[src/rtl/mips_cpu_bus_pkg.sv]
// Shared types and constants for the Harvard-to-Avalon CPU bus bridge.
package mips_cpu_bus_pkg;

  // Bridge sequencer states; one CPU step walks IDLE -> [IFETCH] -> [DACCESS] -> RELEASE.
  typedef enum logic [1:0] {
    IDLE    = 2'd0,
    IFETCH  = 2'd1,
    DACCESS = 2'd2,
    RELEASE = 2'd3
  } bridge_state_t;

  // The bridge only ever issues full-word transfers.
  localparam logic [3:0] BYTEENABLE_ALL = 4'b1111;

endpackage

[src/rtl/mips_cpu_bus_timeout.sv]
// Waitrequest watchdog: counts stalled cycles of the current transfer and
// aborts it once MAX_WAIT stalled cycles have been seen. MAX_WAIT=0 disables it.
module mips_cpu_bus_timeout #(
  parameter int MAX_WAIT = 0
) (
  input  logic clk,
  input  logic rst_n,
  input  logic active,
  input  logic waitrequest,
  output logic abort,
  output logic bus_error
);

  localparam int CW   = (MAX_WAIT < 2) ? 1 : $clog2(MAX_WAIT);
  localparam int LAST = (MAX_WAIT == 0) ? 0 : MAX_WAIT - 1;

  logic [CW-1:0] wait_cnt;

  // The MAX_WAIT-th stalled cycle is the last one the strobe stays high.
  assign abort = (MAX_WAIT != 0) && active && waitrequest && (wait_cnt == CW'(LAST));

  // Stall counter: advances while the transfer is stalled, clears on completion or idle.
  always_ff @(posedge clk or negedge rst_n) begin
    if (!rst_n) begin
      wait_cnt <= '0;
    end else if ((MAX_WAIT != 0) && active && waitrequest && !abort) begin
      wait_cnt <= wait_cnt + CW'(1);
    end else begin
      wait_cnt <= '0;
    end
  end

  // Sticky error flag; only reset clears it.
  always_ff @(posedge clk or negedge rst_n) begin
    if (!rst_n) begin
      bus_error <= 1'b0;
    end else if (abort) begin
      bus_error <= 1'b1;
    end
  end

endmodule

[src/rtl/mips_cpu_bus_bridge.sv]
// Merges the CPU's instruction and data ports onto one Avalon-style master and
// steps the CPU with a one-cycle clk_enable pulse once all its accesses are done.
// The last fetched instruction is cached by address so a stalled PC costs no bus cycles.
module mips_cpu_bus_bridge
  import mips_cpu_bus_pkg::*;
#(
  parameter int MAX_WAIT = 0
) (
  input  logic        clk,
  input  logic        reset,
  input  logic [31:0] instr_address,
  output logic [31:0] instr_readdata,
  input  logic [31:0] data_address,
  input  logic        data_read,
  input  logic        data_write,
  input  logic [31:0] data_writedata,
  output logic [31:0] data_readdata,
  output logic        cpu_clk_enable,
  output logic [31:0] bus_address,
  output logic        bus_read,
  output logic        bus_write,
  output logic [31:0] bus_writedata,
  output logic [3:0]  bus_byteenable,
  input  logic [31:0] bus_readdata,
  input  logic        bus_waitrequest,
  output logic        bus_error
);

  bridge_state_t state, state_next;

  logic [31:0] instr_tag;
  logic        instr_valid;
  logic        data_req;
  logic        instr_hit;
  logic        active;
  logic        abort;
  logic        done;

  assign data_req  = data_read | data_write;
  assign instr_hit = instr_valid && (instr_tag == instr_address);
  assign active    = bus_read | bus_write;
  // A transfer ends either normally or by watchdog abort; both advance the sequencer.
  assign done      = active && (!bus_waitrequest || abort);

  assign bus_byteenable = BYTEENABLE_ALL;

  mips_cpu_bus_timeout #(
    .MAX_WAIT(MAX_WAIT)
  ) u_timeout (
    .clk        (clk),
    .rst_n      (reset),
    .active     (active),
    .waitrequest(bus_waitrequest),
    .abort      (abort),
    .bus_error  (bus_error)
  );

  // State register; async reset returns to IDLE, which drops the strobes at once.
  always_ff @(posedge clk or negedge reset) begin
    // NOTE: non-blocking assignment so every flop samples pre-edge values.
    if (!reset) state <= IDLE;
    else        state <= state_next;
  end

  // Next-state logic: fetch on a cache miss first, then the data access, then release.
  always_comb begin
    // NOTE: default first so no path through the case leaves state_next unassigned (no latch).
    state_next = state;
    case (state)
      IDLE: begin
        if (!instr_hit)    state_next = IFETCH;
        else if (data_req) state_next = DACCESS;
        else               state_next = RELEASE;
      end
      IFETCH:  if (done) state_next = data_req ? DACCESS : RELEASE;
      DACCESS: if (done) state_next = RELEASE;
      RELEASE: state_next = IDLE;
      default: state_next = IDLE;
    endcase
  end

  // Bus and CPU-enable outputs decoded purely from state, so they hold steady under waitrequest.
  always_comb begin
    bus_read       = 1'b0;
    bus_write      = 1'b0;
    bus_address    = '0;
    bus_writedata  = '0;
    cpu_clk_enable = 1'b0;
    case (state)
      IFETCH: begin
        bus_read    = 1'b1;
        bus_address = instr_address;
      end
      DACCESS: begin
        bus_address = data_address;
        if (data_write) begin
          bus_write     = 1'b1;
          bus_writedata = data_writedata;
        end else begin
          bus_read = 1'b1;
        end
      end
      RELEASE: cpu_clk_enable = 1'b1;
      default: ;
    endcase
  end

  // Read-data capture and instruction cache tag; an aborted read loads zero.
  always_ff @(posedge clk or negedge reset) begin
    if (!reset) begin
      instr_readdata <= '0;
      data_readdata  <= '0;
      instr_tag      <= '0;
      instr_valid    <= 1'b0;
    end else begin
      if (state == IFETCH && done) begin
        instr_readdata <= abort ? '0 : bus_readdata;
        instr_tag      <= instr_address;
        instr_valid    <= !abort;
      end
      if (state == DACCESS && done) begin
        if (data_write) begin
          // A store over the cached instruction makes the cached copy stale.
          if (data_address == instr_tag) instr_valid <= 1'b0;
        end else begin
          data_readdata <= abort ? '0 : bus_readdata;
        end
      end
    end
  end

endmodule

[config.mk]
export PLATFORM = sky130hd
export DESIGN_NAME = mips_cpu_bus_bridge
export DESIGN_NICKNAME = d
export VERILOG_FILES = /design/src/rtl/mips_cpu_bus_pkg.sv /design/src/rtl/mips_cpu_bus_timeout.sv /design/src/rtl/mips_cpu_bus_bridge.sv
export SDC_FILE = /design/constraint.sdc
export NUM_CORES = 1
export LEC_CHECK = 0
export ABC_AREA = 1
export CAP_MARGIN = 25
export CORE_MARGIN = 1.5
export CORE_UTILIZATION = 58
export DETAILED_ROUTE_END_ITERATION = 12
export DONT_BUFFER_PORTS = 1
export PLACE_DENSITY = 0.74
export RECOVER_POWER = 25
export SYNTH_ARGS = -nofsm -noshare
export SYNTH_HDL_FRONTEND = slang
export SYNTH_SLANG_ARGS = --single-unit
[constraint.sdc]
create_clock -name clk -period 2.2 [get_ports clk]
set_input_delay 0.33 -clock clk [delete_from_list [all_inputs] [get_ports clk]]
set_output_delay 0.33 -clock clk [all_outputs]
set_load 0.1 [all_outputs]
==> results of run 1 <==
metal layers:
layer	share of wire, %	wire length (µm)	up-vias
met5	0	0	-
met4	6.6	1570	0
met3	12	2950	161
met2	50	11800	554
met1	31	7430	3143
li1	-	-	2856
worst paths after layout:
kind / startpoint / to
min in group clk: instr_address[4] / instr_tag[4]$_DFFE_PN0P_
max: state[0]$_DFFE_PN0P_ / bus_address[8]
max in group asynchronous: reset / data_readdata[14]$_DFFE_PN0P_
max reg2reg: state[0]$_DFFE_PN0P_ / data_readdata[28]$_DFFE_PN0P_
min: reset / instr_tag[20]$_DFFE_PN0P_
min reg2reg: instr_tag[31]$_DFFE_PN0P_ / instr_tag[31]$_DFFE_PN0P_
cell type report:
type / count / area, µm²
multi-input cells: 581 / 3340
repair buffers: 160 / 2280
clock inverters: 6 / 53.8
inverters: 137 / 527
clock buffers: 10 / 138
flip-flops and latches: 99 / 2480
well taps: 133 / 166
fillers: 402 / 837
flip-flops by register name, summed over array words and instances, names as in the netlist:
register	cells
state	2
instr_tag	32
instr_readdata	32
instr_valid	1
data_readdata	32
cell usage after synthesis (6+ instances only):
| library cell | instances | share of area (%) |
|---|---|---|
| nand2_1 | 292 | 19 |
| inv_1 | 136 | 8.7 |
| dfrtp_1 | 99 | 42 |
| nor2_1 | 87 | 5.6 |
| o21ai_0 | 72 | 6.1 |
| a21oi_1 | 33 | 2.8 |
| o21ai_2 | 18 | 2.7 |
| clkbuf_1 | 15 | 0.96 |
| o21ai_1 | 14 | 1.2 |
| xnor2_1 | 14 | 2.1 |
| nand3_1 | 11 | 0.94 |
| buf_2 | 8 | 0.68 |
| buf_6 | 7 | 1.3 |
| buf_4 | 6 | 0.77 |
through the flow:
stage | util [%] | hold WS (ps) | setup TNS [ps] | setup WS [ps] | std cells
floorplan | - | 34.4 | -4830 | -272 | 856
global placement | 84.8 | 36.0 | 0 | 265 | 1094
detailed placement | 84.8 | 36.1 | 0 | 117 | 1094
CTS | 89.9 | -383 | -4.27 | -4.27 | 1124
global route | 91.5 | -384 | -1690 | -61.9 | 1126
finish | 91.5 | -375 | -97.5 | -27.7 | 1126
timing repair:
action	4_1_cts	5_1_grt
resized for setup	14	26
buffers inserted	9	0
cloned	5	2
endpoints found under the hold margin	99	99
setup endpoints to repair	65	70
pin swaps	0	5
cell families (layout without fill, tap and decap cells):
group                    Yosys count  in the layout
AND/OR/NAND/NOR                  406            406
buffers and inverters            176            313
AO/OA/AOI/OAI                    142            142
flip-flops                        99             99
XOR/XNOR                          19             19
multiplexers                       5              5
adder cells (fa/ha/maj)            4              4
other                              2              5
==> results.yml, run 1 <==
run_status:
  status: "finished, violations left"
  failed_checks: "negative hold slack, negative setup slack"
yosys:
  avgSynthCellArea_um2: 6.89
  ys_types: 33
  synthXorXnorAreaFrac_pct: 2.83
  syn-cell-area_um2: 5880
  synth_seq_cells: 99
  synthArstFlopShare_pct: 100
  synthAdderAreaFrac_pct: 0.852
  ys_seq_area_share_pct: 42.2
  synth.mux.area_fraction_pct: 0.958
  ys.flop_type: "dfrtp_1"
  synth_top_family_by_area: "simple AND/OR/NAND/NOR gates"
  syn_inst: 853
  yosys_warnings: 0
  synthSimpleGateAreaFrac_pct: 26.9
  synth_compound_area_share_pct: 13.5
  synth-edff-count: 0
drt:
  drt-pass1-iter-count: 7
  postRouteAntennaNets: 0
  vias_per_cell: 5.96
  remaining_drc_errors: 0
  routed_wl_um: 23800
  post_drt_wl_per_cell_um: 21.1
  vias: 6714
  drtIter0Drc: 795
global_route:
  grt_max_degree: 100
  antenna_found_initial: 0
  grt_busiest_layer: "met2"
  met1_usage_pct: 43.8
  use_met3_pct: 12.5
  grt_first_pass_wirelength_um: 35000
  grt_overflow: 0
  grt_pass1_vias: 6817
  grt_use_total_pct: 41.3
  met2_usage_pct: 73.4
final_layout:
  fin_area_um2: 8980
  drive_above_1_share_pct: 28.3
  layout_common_cells: "nand2_1, inv_1, dfrtp_1"
  final_common_cell: "nand2_1"
  fin_nets: 1125
  syn_to_final_growth_pct: 52.9
  diodes: 0
die:
  core_area_um2: 9820
  io_pins: 269
  initial_core_util_pct: 59.8
  std_cell_rows: 36
  die_area_um2: 10700
  die_h_um: 104
  die_x_um: 104
sta:
  finalHoldViolCount: 99
  fin_hold_ws_ps: -375
  fin_crit_ps: 2230
  finalWorstSetupSlack_ps: -27.7
  skew_ps: 12.0
  timing.fmax_mhz: 449
  slew_headroom_pct: 62.3
  setup_viol: 11
  maxSlewViolCount: 0
  rsz0062_at_grt: "yes"
  fin_crit_sh_pct: 101
  worst_slew_pin_slew_ps: 560
flow_run:
  maxCapViolCount: 0
critical_path:
  start_kind: "flip-flop"
  path_depth: 6
  cp_num_buf_inv: 3
  critPathRequiredTime_ps: 1870
  crit_chain: "inv_2 > ha_4 > bufbuf_16 > nand2_1 > a21oi_4 > buf_12"
  critPathMaxFanout: 18
  cpMaxStageDelayCell: "dfrtp_1"
  ff2ff_path_depth: 10
  criticalPathCategory: "reg2out"
  reg2reg_slack_ps: 100
  max_stage_delay_ps: 420
  end_kind: "output pin"
  worst_ep_arrival_time_ps: 1900
  critPathTopFamily: "buffers and inverters"
placed_design:
  place_area_um2: 8320
  gp_congestion: 0.904
  port-buffer-count: 0
  dp_hpwl_um: 15100
clock_network:
  clock_latency_ps: 380
  numCtsBuffers: 9
  h-tree-depth: 3
  cts.sinks: 99
  cts_tree: "yes"
  clkTransAtPathRegs_ps: 110
  clockBufferDepth: 2
  root_buffer: "clkbuf_8"
hold_path:
  hp-class: "in2async"
Power of run 1 is not shown: default switching activity piles up to over one toggle a cycle in this logic, so the estimate is an artifact.
==> run 2, diff against run 1 <==
--- a/config.mk
+++ b/config.mk
@@ -13,6 +13,7 @@
 export DONT_BUFFER_PORTS = 1
 export PLACE_DENSITY = 0.74
 export RECOVER_POWER = 25
+export SKIP_CTS_REPAIR_TIMING = 1
 export SYNTH_ARGS = -nofsm -noshare
 export SYNTH_HDL_FRONTEND = slang
 export SYNTH_SLANG_ARGS = --single-unit
==> constraint.sdc (replaced) <==
create_clock -name clk -period 2.25 [get_ports clk]
set_input_delay 0.3375 -clock clk [delete_from_list [all_inputs] [get_ports clk]]
set_output_delay 0.3375 -clock clk [all_outputs]
set_load 0.1 [all_outputs]
==> run 2 against run 1 <==
The run still ends with negative hold slack, negative setup slack left; sequential share of layout area increased by 1.1 points; non-clock buffer count decreased by 4; cell area decreased by 3.8%; global-route usage decreased by 5.9 points; critical endpoint is now bus_address[22].
==> results.yml, run 2 (same netlist as run 1, synthesis figures left out) <==
drt:
  postRouteAntennaNets: 0
  drtIter0Drc: 714
  post_drt_wl_per_cell_um: 17.9
  vias: 6245
  vias_per_cell: 5.56
  remaining_drc_errors: 0
  routed_wl_um: 20100
  drt-pass1-iter-count: 6
sta:
  skew_ps: 7.42
  fin_hold_ws_ps: -363
  maxSlewViolCount: 0
  fin_crit_ps: 2260
  tns_ps: -8.39
  setup_viol: 2
  finalWorstSetupSlack_ps: -5.90
  fin_crit_sh_pct: 100
  finalHoldViolCount: 99
  timing.fmax_mhz: 443
clock_network:
  clockBufferDepth: 2
  clock_latency_ps: 370
  h-tree-depth: 3
  cts.sinks: 99
  clkTransAtPathRegs_ps: 110
  root_buffer: "clkbuf_8"
  numCtsBuffers: 9
  cts_tree: "yes"
die:
  core_area_um2: 9820
  die_h_um: 104
  io_pins: 269
  die_area_um2: 10700
  initial_core_util_pct: 59.8
  std_cell_rows: 36
  die_x_um: 104
placed_design:
  gp_congestion: 0.959
  dp_hpwl_um: 14700
  port-buffer-count: 0
  dpl_worst_slack_ps: 211
  place_area_um2: 8240
hold_path:
  hp-class: "in2async"
final_layout:
  top_regs: "data_readdata: 32 flops, instr_readdata: 32 flops, instr_tag: 32 flops"
  multiInputGateArea_um2: 3160
  postLayoutCoreUtil_pct: 88.0
  layout_common_cells: "nand2_1, inv_1, dfrtp_1"
  fin_nets: 1121
  final_common_cell: "nand2_1"
  regArea_um2: 2480
  syn_to_final_growth_pct: 47.0
  drive_above_1_share_pct: 27.6
  fillers: 510
  fin_area_um2: 8640
global_route:
  grt_max_degree: 100
  grt_pass1_vias: 6013
  grt_first_pass_wirelength_um: 30300
  antenna_found_initial: 1
  grt_use_total_pct: 35.4
  grt_overflow: 0
run_status:
  status: "finished, violations left"
  failed_checks: "negative hold slack, negative setup slack"
critical_path:
  r2r-end: "instr_valid$_DFF_PN0_"
  critPathRequiredTime_ps: 1910
  r2r_start: "state[1]$_DFFE_PN0P_"
  end_kind: "output pin"
  ff2ff_path_depth: 9
  start_kind: "flip-flop"
  worst_ep_arrival_time_ps: 1920
  criticalPathCategory: "reg2out"
  critPathMaxFanout: 5
  reg2reg_slack_ps: 170
flow_run:
  maxCapViolCount: 0
run 2: cell types whose count changed in the layout (fill, tap and decap cells not counted), sizes merged:
cell | previous run | this run
bufbuf | 2 | 0
diode | 0 | 1
clkinv | 2 | 1
buf | 156 | 155
clkbuf | 12 | 10
bufinv | 0 | 2
run 2: worst max path at each step:
stage                         startpoint                              to  slack, ps  depth (start not counted)
global route        state[1]$_DFFE_PN0P_                 bus_address[22]        -30                          6
finish              state[1]$_DFFE_PN0P_                 bus_address[22]         -6                          6
detailed placement  state[1]$_DFFE_PN0P_   instr_readdata[6]$_DFFE_PN0P_        210                          7
floorplan           state[0]$_DFFE_PN0P_               bus_writedata[22]       -440                          6
global placement    state[1]$_DFFE_PN0P_  instr_readdata[26]$_DFFE_PN0P_        340                          7
CTS                 state[1]$_DFFE_PN0P_                 bus_address[29]       -230                          6
run 2: layout make-up:
type | instances | area share, %
multi-input combinational | 581 | 36.5
sequential | 99 | 28.7
timing repair buffer | 156 | 24.1
inverter | 137 | 5.98
tap | 133 | 1.93
clock buffer | 9 | 1.43
clock inverter | 7 | 1.25
antenna | 1 | 0.0290
run 2: routing by layer:
metal / part of all wire (%) / GRT usage [%] / vias to the layer above
li1: - / - / 2832
met1: 35 / 39.7 / 2906
met2: 51 / 64.3 / 429
met3: 11 / 9.94 / 78
met4: 3.6 / 12.4 / 0
met5: 0 / 0 / -
run 2: worst max-delay path: stages (launching register included):
cell and delay [ps]:
dfrtp_1 440, inv_2 100, ha_1 330, inv_4 90, buf_4 200, a21oi_4 180
buf_12 200
run 2: metrics by stage:
stage | instances | hold WS (ps)
3_3_place_gp | 1094 | 45.1
3_5_place_dp | 1094 | 45.0
2_1_floorplan | 856 | 41.9
5_1_grt | 1122 | -381
6_report | 1123 | -363
4_1_cts | 1110 | -368
Power of run 2 is left out for the same reason.
==> run 3, diff against run 2 <==
--- a/config.mk
+++ b/config.mk
@@ -7,11 +7,11 @@
 export LEC_CHECK = 0
 export ABC_AREA = 1
 export CAP_MARGIN = 25
-export CORE_MARGIN = 1.5
-export CORE_UTILIZATION = 58
+export CORE_AREA = 2 2 105 107
 export DETAILED_ROUTE_END_ITERATION = 12
+export DIE_AREA = 0 0 107 109
 export DONT_BUFFER_PORTS = 1
-export PLACE_DENSITY = 0.74
+export PLACE_DENSITY = 0.71
 export RECOVER_POWER = 25
 export SKIP_CTS_REPAIR_TIMING = 1
 export SYNTH_ARGS = -nofsm -noshare
==> run 3 against run 2 <==
The flow finishes with violations (negative hold slack); wire length is 1.9% higher; clock skew grew 8.3 ps; global-route usage down 3.4 points; die area is 8.6% higher; sequential share of layout area decreased by 0.49 points; first-iteration DRC count is 31% lower; utilization shrank 5.1 points; non-clock buffer count is 6 lower; sequential cell count unchanged; cell area up 1.8%; maximum frequency up 1.6%; critical path depth grew 1.
==> results.yml, run 3 (same netlist as run 1, synthesis figures left out) <==
critical_path:
  ff2ff_path_depth: 8
  start_kind: "flip-flop"
  cp_common_cell: "buf_12"
  worst_ep_arrival_time_ps: 1880
  r2r_start: "state[1]$_DFFE_PN0P_"
  cpMaxStageDelayCell: "dfrtp_1"
  critPathMaxFanout: 17
  r2r-end: "instr_readdata[28]$_DFFE_PN0P_"
  critPathRequiredTime_ps: 1910
  reg2reg_slack_ps: 200
  max_stage_delay_ps: 440
  crit_chain: "buf_4 > ha_4 > buf_12 > nand2_4 > buf_12 > inv_1 > buf_12"
  end_kind: "output pin"
  criticalPathCategory: "reg2out"
clock_network:
  clock_latency_ps: 370
  h-tree-depth: 3
  clkTransAtPathRegs_ps: 110
  clockBufferDepth: 2
  root_buffer: "clkbuf_8"
  cts_tree: "yes"
  cts.sinks: 99
  numCtsBuffers: 9
die:
  std_cell_rows: 38
  core_area_um2: 10600
  initial_core_util_pct: 55.4
  io_pins: 269
  die_x_um: 107
  die_h_um: 109
  die_area_um2: 11700
sta:
  finalHoldViolCount: 99
  fin_crit_ps: 2220
  slew_headroom_pct: 57.9
  fin_crit_sh_pct: 98.7
  setup_viol: 0
  skew_ps: 15.7
  maxSlewViolCount: 0
  rsz0062_at_grt: "no"
  timing.fmax_mhz: 450
  worst_slew_pin_slew_ps: 631
  fin_hold_ws_ps: -355
final_layout:
  fin_nets: 1115
  diodes: 0
  syn_to_final_growth_pct: 49.6
  layout_common_cells: "nand2_1, inv_1, dfrtp_1"
  drive_above_1_share_pct: 27.3
  top_regs: "data_readdata: 32 flops, instr_readdata: 32 flops, instr_tag: 32 flops"
  final_cells: 1123
  fillers: 638
  final_common_cell: "nand2_1"
placed_design:
  port-buffer-count: 0
  gp_congestion: 0.953
  dpl.cell_count: 1096
  dp_hpwl_um: 14600
global_route:
  grt_max_degree: 100
  grt_use_total_pct: 32.0
  grt_pass1_vias: 5925
  antenna_found_initial: 0
  grt_overflow: 0
  grt_first_pass_wirelength_um: 29100
drt:
  vias: 6135
  routed_wl_um: 20500
  post_drt_wl_per_cell_um: 18.3
  postRouteAntennaNets: 0
  remaining_drc_errors: 0
  vias_per_cell: 5.46
  drtIter0Drc: 496
  drt-pass1-iter-count: 5
run_status:
  status: "finished, violations left"
  failed_checks: "negative hold slack"
hold_path:
  hp-class: "in2async"
flow_run:
  maxCapViolCount: 0
[run 3: metal layers]
metal	wire length (µm)	global-route usage, %	part of all wire (%)	vias up
met3	1840	8.37	9.0	90
met4	1140	15.2	5.6	0
li1	-	-	-	2838
met1	7160	35.7	35	2868
met5	0	0	0	-
met2	10400	57.1	51	339
[run 3: stage by stage]
stage | cell area, µm² | TNS, ps | util [%] | worst slack (ps)
6_report | 8790 | 0 | 82.9 | 28.9
2_1_floorplan | 6270 | -13530 | - | -437
3_5_place_dp | 8240 | 0 | 77.8 | 199
3_3_place_gp | 8240 | 0 | 77.8 | 363
5_1_grt | 8790 | 0 | 82.9 | 7.65
4_1_cts | 8460 | -1940 | 79.8 | -82.8
[run 3: critical path, delay by kind of cell, from the launching register on]
kind                     cells  cell delay, ps
buffers and inverters        5             790
flip-flops                   1             440
adder cells (fa/ha/maj)      1             180
AND/OR/NAND/NOR              1             100
[run 3: layout make-up]
type	instances	area, µm²	area share, %
Clock inverter	6	78.8	0.897
Tap cell	140	175	1.99
Multi-Input combinational cell	581	3270	37.2
Timing Repair Buffer	150	2130	24.2
Clock buffer	10	138	1.57
Inverter	137	517	5.88
Sequential cell	99	2480	28.2
[run 3: worst max path at each step]
stage / slack [ps] / cells past startpoint / start / endpoint
after global routing: 8 / 7 / state[1]$_DFFE_PN0P_ / bus_write
after floorplan: -440 / 6 / state[0]$_DFFE_PN0P_ / bus_writedata[22]
after CTS: -80 / 7 / state[0]$_DFFE_PN0P_ / bus_writedata[10]
after global placement: 360 / 8 / state[0]$_DFFE_PN0P_ / instr_readdata[7]$_DFFE_PN0P_
after detailed placement: 200 / 8 / state[1]$_DFFE_PN0P_ / instr_readdata[28]$_DFFE_PN0P_
final: 30 / 7 / state[1]$_DFFE_PN0P_ / bus_write
Power of run 3 is left out for the same reason.
